==> src/rtl/shared_reg_arbiter_if.sv <==
// Bus between the write requesters and the shared register arbiter.
// The arbiter takes the slave modport; the requester side takes master.
interface shared_reg_arbiter_if #(
   parameter int unsigned N_REQ  = 4,
   parameter int unsigned DATA_W = 8
);
   localparam int unsigned OwnerW = (N_REQ > 1) ? $clog2(N_REQ) : 1;

   logic [N_REQ-1:0]        req;
   logic [N_REQ-1:0]        lock;
   logic [N_REQ*DATA_W-1:0] wdata;
   logic [N_REQ-1:0]        gnt;
   logic                    busy;
   logic [DATA_W-1:0]       q;
   logic                    q_valid;
   logic [OwnerW-1:0]       q_owner;

   modport slave (
      input  req, lock, wdata,
      output gnt, busy, q, q_valid, q_owner
   );

   modport master (
      output req, lock, wdata,
      input  gnt, busy, q, q_valid, q_owner
   );
endinterface

==> src/rtl/shared_reg_arbiter.sv <==
// Round-robin arbiter owning one shared DATA_W register, with burst lock up to MAX_HOLD writes.
// Define FIXED_PRIO_EN for lowest-index-wins arbitration (no rotation pointer).
module shared_reg_arbiter #(
   parameter int unsigned N_REQ    = 4,
   parameter int unsigned DATA_W   = 8,
   parameter int unsigned MAX_HOLD = 4
) (
   input logic                 clk,
   input logic                 async_reset,
   shared_reg_arbiter_if.slave bus
);
   localparam int unsigned OwnerW = (N_REQ > 1) ? $clog2(N_REQ) : 1;
   localparam int unsigned HoldW  = (MAX_HOLD > 1) ? $clog2(MAX_HOLD) : 1;
   localparam logic [HoldW-1:0] HoldLast = HoldW'(MAX_HOLD - 1);

   typedef enum logic [0:0] {StIdle, StOwn} state_e;

   state_e              r_state, w_state_d;
   logic [OwnerW-1:0]   r_owner_id, w_owner_id_d;
   logic [HoldW-1:0]    r_hold_cnt, w_hold_cnt_d;
   logic [N_REQ-1:0]    r_gnt, w_gnt_d;
   logic [DATA_W-1:0]   r_q, w_q_d;
   logic                r_q_valid, w_q_valid_d;
   logic [OwnerW-1:0]   r_q_owner, w_q_owner_d;
   logic                w_own, w_cur_req, w_cur_lock, w_release, w_found;
   logic [OwnerW-1:0]   w_pick;

   assign w_own      = (r_state == StOwn);
   assign w_cur_req  = bus.req[r_owner_id];
   assign w_cur_lock = bus.lock[r_owner_id];
   assign w_release  = w_own && (!w_cur_req || !w_cur_lock || (r_hold_cnt == HoldLast));

`ifdef FIXED_PRIO_EN
   // Descending scan so the lowest asserted index is the last one written.
   always_comb begin
      w_found = 1'b0;
      w_pick  = '0;
      for (int i = N_REQ - 1; i >= 0; i--) begin
         if (bus.req[OwnerW'(i)]) begin
            w_found = 1'b1;
            w_pick  = OwnerW'(i);
         end
      end
   end
`else
   logic [OwnerW-1:0] r_ptr, w_ptr_d, w_next_id, w_base;
   logic [OwnerW:0]   w_idx;

   assign w_next_id = (r_owner_id == OwnerW'(N_REQ - 1)) ? '0 : r_owner_id + 1'b1;
   assign w_ptr_d   = w_release ? w_next_id : r_ptr;
   // On release the scan starts past the old owner, giving it lowest priority.
   assign w_base    = w_ptr_d;

   always_comb begin
      w_found = 1'b0;
      w_pick  = '0;
      w_idx   = '0;
      for (int k = 0; k < N_REQ; k++) begin
         w_idx = {1'b0, w_base} + (OwnerW+1)'(k);
         if (w_idx >= (OwnerW+1)'(N_REQ)) w_idx = w_idx - (OwnerW+1)'(N_REQ);
         if (!w_found && bus.req[w_idx[OwnerW-1:0]]) begin
            w_found = 1'b1;
            w_pick  = w_idx[OwnerW-1:0];
         end
      end
   end

   always_ff @(posedge clk or posedge async_reset) begin
      if (async_reset) r_ptr <= '0;
      else             r_ptr <= w_ptr_d;
   end
`endif

   always_comb begin
      w_state_d    = r_state;
      w_owner_id_d = r_owner_id;
      w_hold_cnt_d = r_hold_cnt;
      w_gnt_d      = r_gnt;
      w_q_d        = r_q;
      w_q_valid_d  = 1'b0;
      w_q_owner_d  = r_q_owner;

      if (w_own && w_cur_req) begin
         w_q_d       = bus.wdata[r_owner_id * DATA_W +: DATA_W];
         w_q_owner_d = r_owner_id;
         w_q_valid_d = 1'b1;
      end

      if (!w_own || w_release) begin
         w_hold_cnt_d = '0;
         if (w_found) begin
            w_state_d    = StOwn;
            w_owner_id_d = w_pick;
            w_gnt_d      = {{(N_REQ-1){1'b0}}, 1'b1} << w_pick;
         end else begin
            w_state_d = StIdle;
            w_gnt_d   = '0;
         end
      end else begin
         w_hold_cnt_d = r_hold_cnt + 1'b1;
      end
   end

   always_ff @(posedge clk or posedge async_reset) begin
      if (async_reset) begin
         r_state    <= StIdle;
         r_owner_id <= '0;
         r_hold_cnt <= '0;
         r_gnt      <= '0;
         r_q        <= '0;
         r_q_valid  <= 1'b0;
         r_q_owner  <= '0;
      end else begin
         r_state    <= w_state_d;
         r_owner_id <= w_owner_id_d;
         r_hold_cnt <= w_hold_cnt_d;
         r_gnt      <= w_gnt_d;
         r_q        <= w_q_d;
         r_q_valid  <= w_q_valid_d;
         r_q_owner  <= w_q_owner_d;
      end
   end

   assign bus.gnt     = r_gnt;
   assign bus.busy    = w_own;
   assign bus.q       = r_q;
   assign bus.q_valid = r_q_valid;
   assign bus.q_owner = r_q_owner;
endmodule

==> src/flat_wrapper.sv <==
// flat-port wrapper written by rule: the top's interface ports become plain ports
module shared_reg_arbiter_flat 
#(
   parameter int unsigned N_REQ    = 4,
   parameter int unsigned DATA_W   = 8,
   parameter int unsigned MAX_HOLD = 4
)
  (clk, async_reset, bus_req, bus_lock, bus_wdata, bus_gnt, bus_busy, bus_q, bus_q_valid, bus_q_owner);
  shared_reg_arbiter_if #(.N_REQ(N_REQ), .DATA_W(DATA_W)) bus_i ();
  input logic clk;
  input logic async_reset;
  input wire logic [$bits(bus_i.req)-1:0] bus_req;
  input wire logic [$bits(bus_i.lock)-1:0] bus_lock;
  input wire logic [$bits(bus_i.wdata)-1:0] bus_wdata;
  output wire logic [$bits(bus_i.gnt)-1:0] bus_gnt;
  output wire logic [$bits(bus_i.busy)-1:0] bus_busy;
  output wire logic [$bits(bus_i.q)-1:0] bus_q;
  output wire logic [$bits(bus_i.q_valid)-1:0] bus_q_valid;
  output wire logic [$bits(bus_i.q_owner)-1:0] bus_q_owner;
  assign bus_i.req = bus_req;
  assign bus_i.lock = bus_lock;
  assign bus_i.wdata = bus_wdata;
  assign bus_gnt = bus_i.gnt;
  assign bus_busy = bus_i.busy;
  assign bus_q = bus_i.q;
  assign bus_q_valid = bus_i.q_valid;
  assign bus_q_owner = bus_i.q_owner;
  shared_reg_arbiter #(.N_REQ(N_REQ), .DATA_W(DATA_W), .MAX_HOLD(MAX_HOLD)) u_core (.clk(clk), .async_reset(async_reset), .bus(bus_i));
endmodule
==> config.mk <==
export PLATFORM = sky130hd
export DESIGN_NAME = shared_reg_arbiter_flat
export DESIGN_NICKNAME = d
export VERILOG_FILES = /design/src/rtl/shared_reg_arbiter_if.sv /design/src/rtl/shared_reg_arbiter.sv /design/src/flat_wrapper.sv
export SDC_FILE = /design/constraint.sdc
export NUM_CORES = 1
export LEC_CHECK = 0
export ABC_CLOCK_PERIOD_IN_PS = 6500
export CAP_MARGIN = 20
export CORE_UTILIZATION = 25
export CTS_BUF_LIST = sky130_fd_sc_hd__clkbuf_4
export DETAILED_ROUTE_END_ITERATION = 10
export PLACE_DENSITY = 0.52
export SETUP_SLACK_MARGIN = 0.2
export SYNTH_ARGS = -nofsm -noshare
export SYNTH_HDL_FRONTEND = slang
export SYNTH_SLANG_ARGS = --single-unit
==> constraint.sdc <==
create_clock -name clk -period 6.5 [get_ports clk]
set_input_delay 0.975 -clock clk [delete_from_list [all_inputs] [get_ports clk]]
set_output_delay 0.975 -clock clk [all_outputs]
set_load 0.05 [all_outputs]
[Word level (Yosys, flattened, before mapping)]
Cells that the tools add are included.
Operators by class
  add/sub/neg operators: 9
  magnitude comparators: 9
  equal/unequal tests: 2
  shift-type cells: 2
  muxes and demuxes: 30
  reductions and logical operators: 15
Operator list (count)
  indexed part select 32 x 6 -> 8 bit: 1
  2-to-1 mux 2 bit: 11
  < comparator 2 x 3 -> 1 bit, second input constant: 5
  binary-select mux 1 bit (select 2 bit): 6
  2-to-1 mux 1 bit: 12
  >= comparator 3 bit, second input constant: 3
  subtractor 2 x 1 -> 2 bit, second input constant: 4
  adder 2 x 2 -> 3 bit, second input constant: 2
  logical NOT 1 bit: 6
  logical AND 1 bit: 5
  adder 2 x 1 -> 2 bit, second input constant: 2
  == test 2 bit, second input constant: 2
  2-to-1 mux 4 bit: 1
  << shifter 1 x 2 -> 4 bit, first input constant: 1
  adder 2 x 1 -> 3 bit, second input constant: 1
  >= comparator 2 x 3 -> 1 bit, second input constant: 1
  logical OR 1 bit: 3
  AND reduction 2 bit: 1
Word-level totals
  register bits: 22
  bits of input ports: 42
  output and inout bits: 16
  word-level logic and storage cells: 75

[Longest topological paths before layout]
Gate-level depths: netlist of the first run.
  depth after elaboration: 23
  gate-level depth with buffers: 8
  mapped depth without buffers: 8

[Worst setup path after synthesis of the first run]
No wires, ideal clock.
  kind: input to register
  start point: in bus_req[3]
  end point: reg u_core.r_owner_id[0]
  setup time: 69 ps
  arrival: 2658 ps
  data required time: 6431 ps
  path slack: 3773 ps
  cell stages on the path: 6
  path buffers: 0
  cells stage by stage: mux4_2 a21boi_4 mux2i_2 clkinv_2 a221oi_1 a32o_1
On the way
  longest elaborated chain between the ends: 22
  elaborated cells between the ends (all ways): 46
  those cells by class: add/sub: 7; order compare: 4; mux: 23; reduce/logical: 12
RTL lines
  start: declaration: RTL line flat_wrapper.sv:12  | input wire logic [$bits(bus_i.req)-1:0] bus_req;
  binary-select mux 1 bit (select 2 bit) (*): RTL line shared_reg_arbiter.sv:29  | assign w_cur_req = bus.req[r_owner_id];
  2-to-1 mux 1 bit (implied by the code) (*): RTL line shared_reg_arbiter.sv:29
  logical NOT 1 bit (*): RTL line shared_reg_arbiter.sv:31  | assign w_release = w_own && (!w_cur_req || !w_cur_lock || (r_hold_cnt == HoldLast));
  logical OR 1 bit (*) (2 in series): RTL line shared_reg_arbiter.sv:31
  logical AND 1 bit (*): RTL line shared_reg_arbiter.sv:31
  2-to-1 mux 2 bit (*): RTL line shared_reg_arbiter.sv:50  | assign w_ptr_d = w_release ? w_next_id : r_ptr;
  net u_core.w_base[1]: RTL line shared_reg_arbiter.sv:46  | logic [OwnerW-1:0] r_ptr, w_ptr_d, w_next_id, w_base;
  parallel branches: the longest is 15 deep, another holds adder 2 x 1 -> 3 bit
  end signal: assignment: RTL line shared_reg_arbiter.sv:115  | r_owner_id <= w_owner_id_d;
  end: declaration: RTL line shared_reg_arbiter.sv:19  | logic [OwnerW-1:0] r_owner_id, w_owner_id_d;
Mark *: on every way through the listed nets, which the timed path passes. The select of a mux whose other input is x is not followed.
A chain may end at the register's enable or synchronous reset.

[Worst setup path after layout of the first run]
  start point: in bus_req[2]
  end point: reg u_core.r_owner_id[0]
Same word-level chain as after synthesis.

==> impl_metrics.yaml, run 1 <==
synthesis:
  synth_edf_count: 0
  ys.flop_type: "dfrtp_1"
  avgSynthCellArea_um2: 11.5
  synth_xor_area_frac: 0
  syn_nets: 166
  synth-simple-area-share: 0.116
  yosysUniqueCellTypes: 39
  synth-compound-area-share: 0.150
  synth_adder_area_share: 0.0179
  ys_seq_area_frac: 0.394
  muxShareOfSynthArea: 0.279
  ys_warn_count: 0
  synth-seq-cells: 22
  synth_top_family_by_area: "multiplexers"
  netlist_area_um2: 1400
  async_flop_share: 1.00
  syn_inst: 122
timing:
  finalSetupTns_ns: 0
  fin_hold_ws_ns: 0.448
  fin_crit_sh: 0.515
  rsz0062_at_grt: "false"
  worst_slack_ns: 3.15
  fmax_ghz: 0.299
  max_slew_margin: 0.425
  fin_skew_ns: 0.00127
  finalHoldViolCount: 0
  worst_slew_pin_slew_ns: 0.862
  min_period_ns: 3.35
  drv_slew: 0
  setup_viol: 0
grt:
  grt_pass1_vias: 1274
  grt_pass1_wl_um: 6360
  grt_max_degree: 23
  grt_antenna_before_repair: 0
  grt_usage: 0.138
  overflow: 0
worst_setup_path:
  end_kind: "flop"
  crit_chain: "clkdlybuf4s50_1 -> mux4_2 -> a21boi_4 -> mux2i_2 -> clkinv_2 -> a221oi_1 -> a32o_1"
  critPathTopFamily: "multiplexers"
  startpoint: "bus_req[2]"
  start_kind: "primary input"
  slowest_stage: "mux4_2"
  r2r_slack_ns: 3.46
  rr_worst_depth: 6
  r2r_end: "u_core.r_owner_id[0]"
  crit_buf_inv: 2
  critical_path_class: "primary input to flop"
  critPathMaxFanout: 12
  worstPathArrival_ns: 3.61
  crit_required_ns: 6.76
  rr_startpoint: "u_core.r_owner_id[0]"
  max_stage_delay_ns: 0.65
clock_tree:
  clk_pin_slew_worst_paths_ns: 0.13
  h-tree-depth: 1
  clock_latency_ns: 0.32
  post-cts-setup-buffers: 0
  clock-sinks: 22
  ctsResizeCount: 0
  cts_root_buffer: "clkbuf_4"
  cts_inserted_buffers: 3
  cts_tree: "done"
  postCtsHoldBufs: 0
  clockBufferDepth: 2
pwr:
  p_total_mw: 1.06
  ir_worst_vdd_v: 0.000229
  p_leak_nw: 0.854
  powerDensity_nw_per_um2: 512
floorplan:
  die_w_um: 76.8
  die_y_um: 76.8
  die_area_um2: 5890
  pin_count: 58
  start_util: 0.267
  rows: 26
  core_um2: 5240
finish:
  diodes: 0
  fin_nets: 222
  filler_cell_count: 498
  syn_to_final_growth_pct: 48.6
  drive_gt1_frac: 0.181
  fin_area_um2: 2080
placed_design:
  dp_slack_ns: 2.86
  portBuffers: 57
  place_congestion: 0.861
  place_area_um2: 2020
  hpwl_um: 2850
hold_path:
  min_path_type: "flop to flop"
  hold_depth: 1
  hold_end: "u_core.r_hold_cnt[0]"
  hp-start: "u_core.r_hold_cnt[0]"
detailed_routing:
  antenna_left: 0
  vias: 1244
  route.detailed.wl_per_inst_um: 15.6
  drtPass1Iterations: 4
  vias_per_cell: 5.04
  drc: 0
  drt_iter0_drc: 58
  finalWirelength_um: 3860
run:
  drv_cap: 0
status:
  status: "finished, final reports clean"
## worst register-to-register path: stages (launching register included)
cell and delay, ns:
dfrtp_1 0.92, mux4_2 0.70, a21boi_4 0.35, mux2i_2 0.35, clkinv_2 0.16, a221oi_1 0.29
a32o_1 0.21
## metrics by stage
| step | util | std cells |
|---|---|---|
| 3_3_place_gp | 0.387 | 243 |
| 3_5_place_dp | 0.387 | 243 |
| 6_report | 0.397 | 247 |
| 2_1_floorplan | - | 122 |
| 5_1_grt | 0.397 | 247 |
| 4_1_cts | 0.397 | 247 |
## sequential cells by signal, summed over array words and instances, names as in the netlist
name	cells
u_core.bus.busy	1
u_core.bus.gnt	4
u_core.bus.q	8
u_core.bus.q_owner	2
u_core.bus.q_valid	1
u_core.r_hold_cnt	2
u_core.r_owner_id	2
u_core.r_ptr	2
## Yosys cell counts (2+ instances only)
library cell / instances / share of area
dfrtp_1: 22 / 0.39
mux2_2: 11 / 0.089
mux4_2: 9 / 0.15
nand2_1: 8 / 0.021
nor2_1: 7 / 0.019
inv_1: 6 / 0.016
a21oi_1: 5 / 0.018
mux2i_1: 5 / 0.036
nand3_1: 5 / 0.018
and2_1: 4 / 0.018
clkbuf_1: 4 / 0.011
o21ai_0: 3 / 0.011
a31oi_1: 2 / 0.0090
a32oi_1: 2 / 0.013
a41oi_1: 2 / 0.013
ha_1: 2 / 0.018
nor2b_1: 2 / 0.0090
or2_2: 2 / 0.0090
## cell usage in the layout, fill, tap and decap left out, types with 2 or more instances in the layout
cell and n:
clkdlybuf4s50_1 57, a21oi_1 5, nor2b_1 2, mux2i_1 5, nand3_1 5, and2_1 4
or2_2 2, ha_1 2, clkbuf_4 3, mux2_2 11, inv_1 6, a32oi_1 2
dfrtp_1 22, a41oi_1 2, mux4_2 9, o21ai_0 3, a31oi_1 2, nand2_1 8
nor2_1 7
## cells by family after synthesis
| kind of cell | count (synthesis) |
|---|---|
| and+or+nand+nor | 33 |
| adders and majority gates | 2 |
| DFF | 22 |
| muxes | 26 |
| AOI/OAI and AO/OA | 26 |
| buffers and inverters | 13 |
## where the power goes
group	internal (mW)	total [mW]	switching [mW]
registers	0.201	0.272	0.0708
clock network	0.0624	0.107	0.0450
logic	0.296	0.684	0.388
total	0.559	1.06	0.504
## worst max-delay path by stage
stage / to / slack (ns) / depth (start not counted)
finish: u_core.r_owner_id[0] / 3.15 / 7
global route: u_core.r_owner_id[0] / 3.02 / 7
CTS: u_core.r_owner_id[0] / 3.20 / 7
detailed placement: u_core.r_owner_id[0] / 2.86 / 7
global placement: u_core.r_owner_id[0] / 2.99 / 7
floorplan: u_core.r_owner_id[0] / 3.77 / 6
## metal layers
metal,part of all wire,wire [um],vias up,track usage
met5,0,0,-,0
met4,0.020,78,0,0.0769
met3,0.035,136,6,0.0155
met2,0.51,1980,37,0.222
met1,0.43,1660,630,0.178
li1,-,-,571,-
## area by class of cell
| class | instances | area, um^2 | share of cell area |
|---|---|---|---|
| multi-input cells | 87 | 788 | 0.380 |
| repair buffers | 57 | 571 | 0.275 |
| flip-flops and latches | 22 | 551 | 0.265 |
| well taps | 70 | 87.6 | 0.0422 |
| clock inverters | 1 | 30.0 | 0.0145 |
| inverters | 7 | 27.5 | 0.0133 |
| clock buffers | 3 | 22.5 | 0.0108 |
Note: power is estimated with default switching activity, not from simulation.
==> run 2: changes to the inputs <==
- ABC_CLOCK_PERIOD_IN_PS: 6500 -> 2900
- PLACE_DENSITY: 0.52 -> 0.53
- clock period: 6.5 -> 2.9 ns (I/O delays scaled with it)
==> impl_metrics.yaml, run 2 (synthesized netlist as in run 1, its figures left out) <==
status:
  status: "finished, final reports clean"
timing:
  rsz0062_at_grt: "false"
  worst_slew_pin_slew_ns: 0.896
  finalSetupTns_ns: 0
  fin_crit_sh: 0.865
  min_period_ns: 2.51
  finalHoldViolCount: 0
  fmax_ghz: 0.399
  setup_viol: 0
  fin_hold_ws_ns: 0.439
  fin_skew_ns: 0.0116
  max_slew_margin: 0.402
  drv_slew: 0
finish:
  final_cells: 257
  fin_nets: 232
  post-route-util: 0.411
  final_cell_mix: "clkdlybuf4s50_1 (57), dfrtp_1 (22), mux2_2 (11)"
  diodes: 0
  syn_to_final_growth_pct: 54.0
  mostFrequentLayoutCell: "clkdlybuf4s50_1"
  largest_reg_flops: 8
  filler_cell_count: 487
  drive_gt1_frac: 0.225
pwr:
  p_leak_nw: 0.901
  powerDensity_nw_per_um2: 1140
  ir_worst_vdd_v: 0.000459
grt:
  overflow: 0
  grt_antenna_before_repair: 0
  grt_pass1_wl_um: 6550
  grt_usage: 0.143
  grt_pass1_vias: 1301
  grt_max_degree: 23
clock_tree:
  post-cts-setup-buffers: 0
  postCtsHoldBufs: 0
  cts_root_buffer: "clkbuf_4"
  clk_pin_slew_worst_paths_ns: 0.15
  ctsResizeCount: 0
  clock-sinks: 22
  cts_inserted_buffers: 3
  cts_tree: "done"
  h-tree-depth: 1
  clock_latency_ns: 0.33
  clockBufferDepth: 2
hold_path:
  min_path_type: "flop to flop"
detailed_routing:
  drt_iter0_drc: 65
  antenna_left: 0
  drtPass1Iterations: 4
  drc: 0
  vias: 1284
  finalWirelength_um: 4020
  route.detailed.wl_per_inst_um: 15.6
  vias_per_cell: 5.00
run:
  drv_cap: 0
floorplan:
  pin_count: 58
  die_area_um2: 5890
  die_w_um: 76.8
  core_um2: 5240
  start_util: 0.267
  die_y_um: 76.8
  rows: 26
worst_setup_path:
  crit_chain: "mux4_2 -> a21boi_4 -> mux2i_2 -> clkinv_2 -> a221oi_1 -> a32o_1"
  critical_path_class: "flop to flop"
  crit_required_ns: 3.18
  crit_buf_inv: 1
  worstPathArrival_ns: 2.79
  max_stage_delay_ns: 0.76
  slowest_stage: "dfrtp_1"
  start_kind: "flop"
  critPathTopFamily: "multiplexers"
  end_kind: "flop"
  critPathMaxFanout: 14
placed_design:
  place_congestion: 0.910
  hpwl_um: 3150
  dp.cells: 253
  portBuffers: 57
run 2: cell types whose count changed in the layout (fill, tap and decap cells not counted):
| cell | previous run | this run |
|---|---|---|
| buf_4 | 0 | 10 |
run 2: worst paths after layout:
kind,end,cells after the start,from,slack [ns]
setup / recovery,u_core.r_owner_id[0],6,u_core.r_owner_id[1],0.39
hold / removal,u_core.r_hold_cnt[0],1,u_core.r_hold_cnt[0],0.44
setup reg to reg,u_core.r_owner_id[0],6,u_core.r_owner_id[1],0.39
hold reg to reg,u_core.r_hold_cnt[0],1,u_core.r_hold_cnt[0],0.44
max in group asynchronous,u_core.bus.q[2],2,async_reset,1.76
min in group asynchronous,u_core.bus.q_owner[0],2,async_reset,0.58
run 2: power by group:
group	switching (mW)	internal, mW	total [mW]
registers	0.126	0.450	0.577
logic	0.904	0.720	1.62
clock network	0.110	0.140	0.250
total	1.14	1.31	2.45
run 2: per-layer routing:
| layer | share of wire | vias up | GRT usage |
|---|---|---|---|
| li1 | - | 591 | - |
| met1 | 0.44 | 650 | 0.179 |
| met2 | 0.52 | 38 | 0.252 |
| met3 | 0.032 | 5 | 0.0179 |
| met4 | 0.011 | 0 | 0.0462 |
| met5 | 0 | - | 0 |
run 2: cell type report:
class                   count  area [um^2]  share of cell area
inverters                   7         27.5              0.0128
clock inverters             1         30.0              0.0140
repair buffers             67          646               0.300
well taps                  70         87.6              0.0407
clock buffers               3         22.5              0.0105
flip-flops and latches     22          551               0.256
multi-input cells          87          788               0.366
run 2: per-stage QoR:
stage | setup slack, ns | power [mW] | cell area, um^2
6_report | 0.391 | 2.45 | 2150
5_1_grt | 0.212 | 2.61 | 2150
4_1_cts | 0.385 | 2.47 | 2150
3_5_place_dp | 0.242 | 2.22 | 2100
3_3_place_gp | 0.287 | 2.21 | 2100
2_1_floorplan | 0.650 | 1.70 | 1400
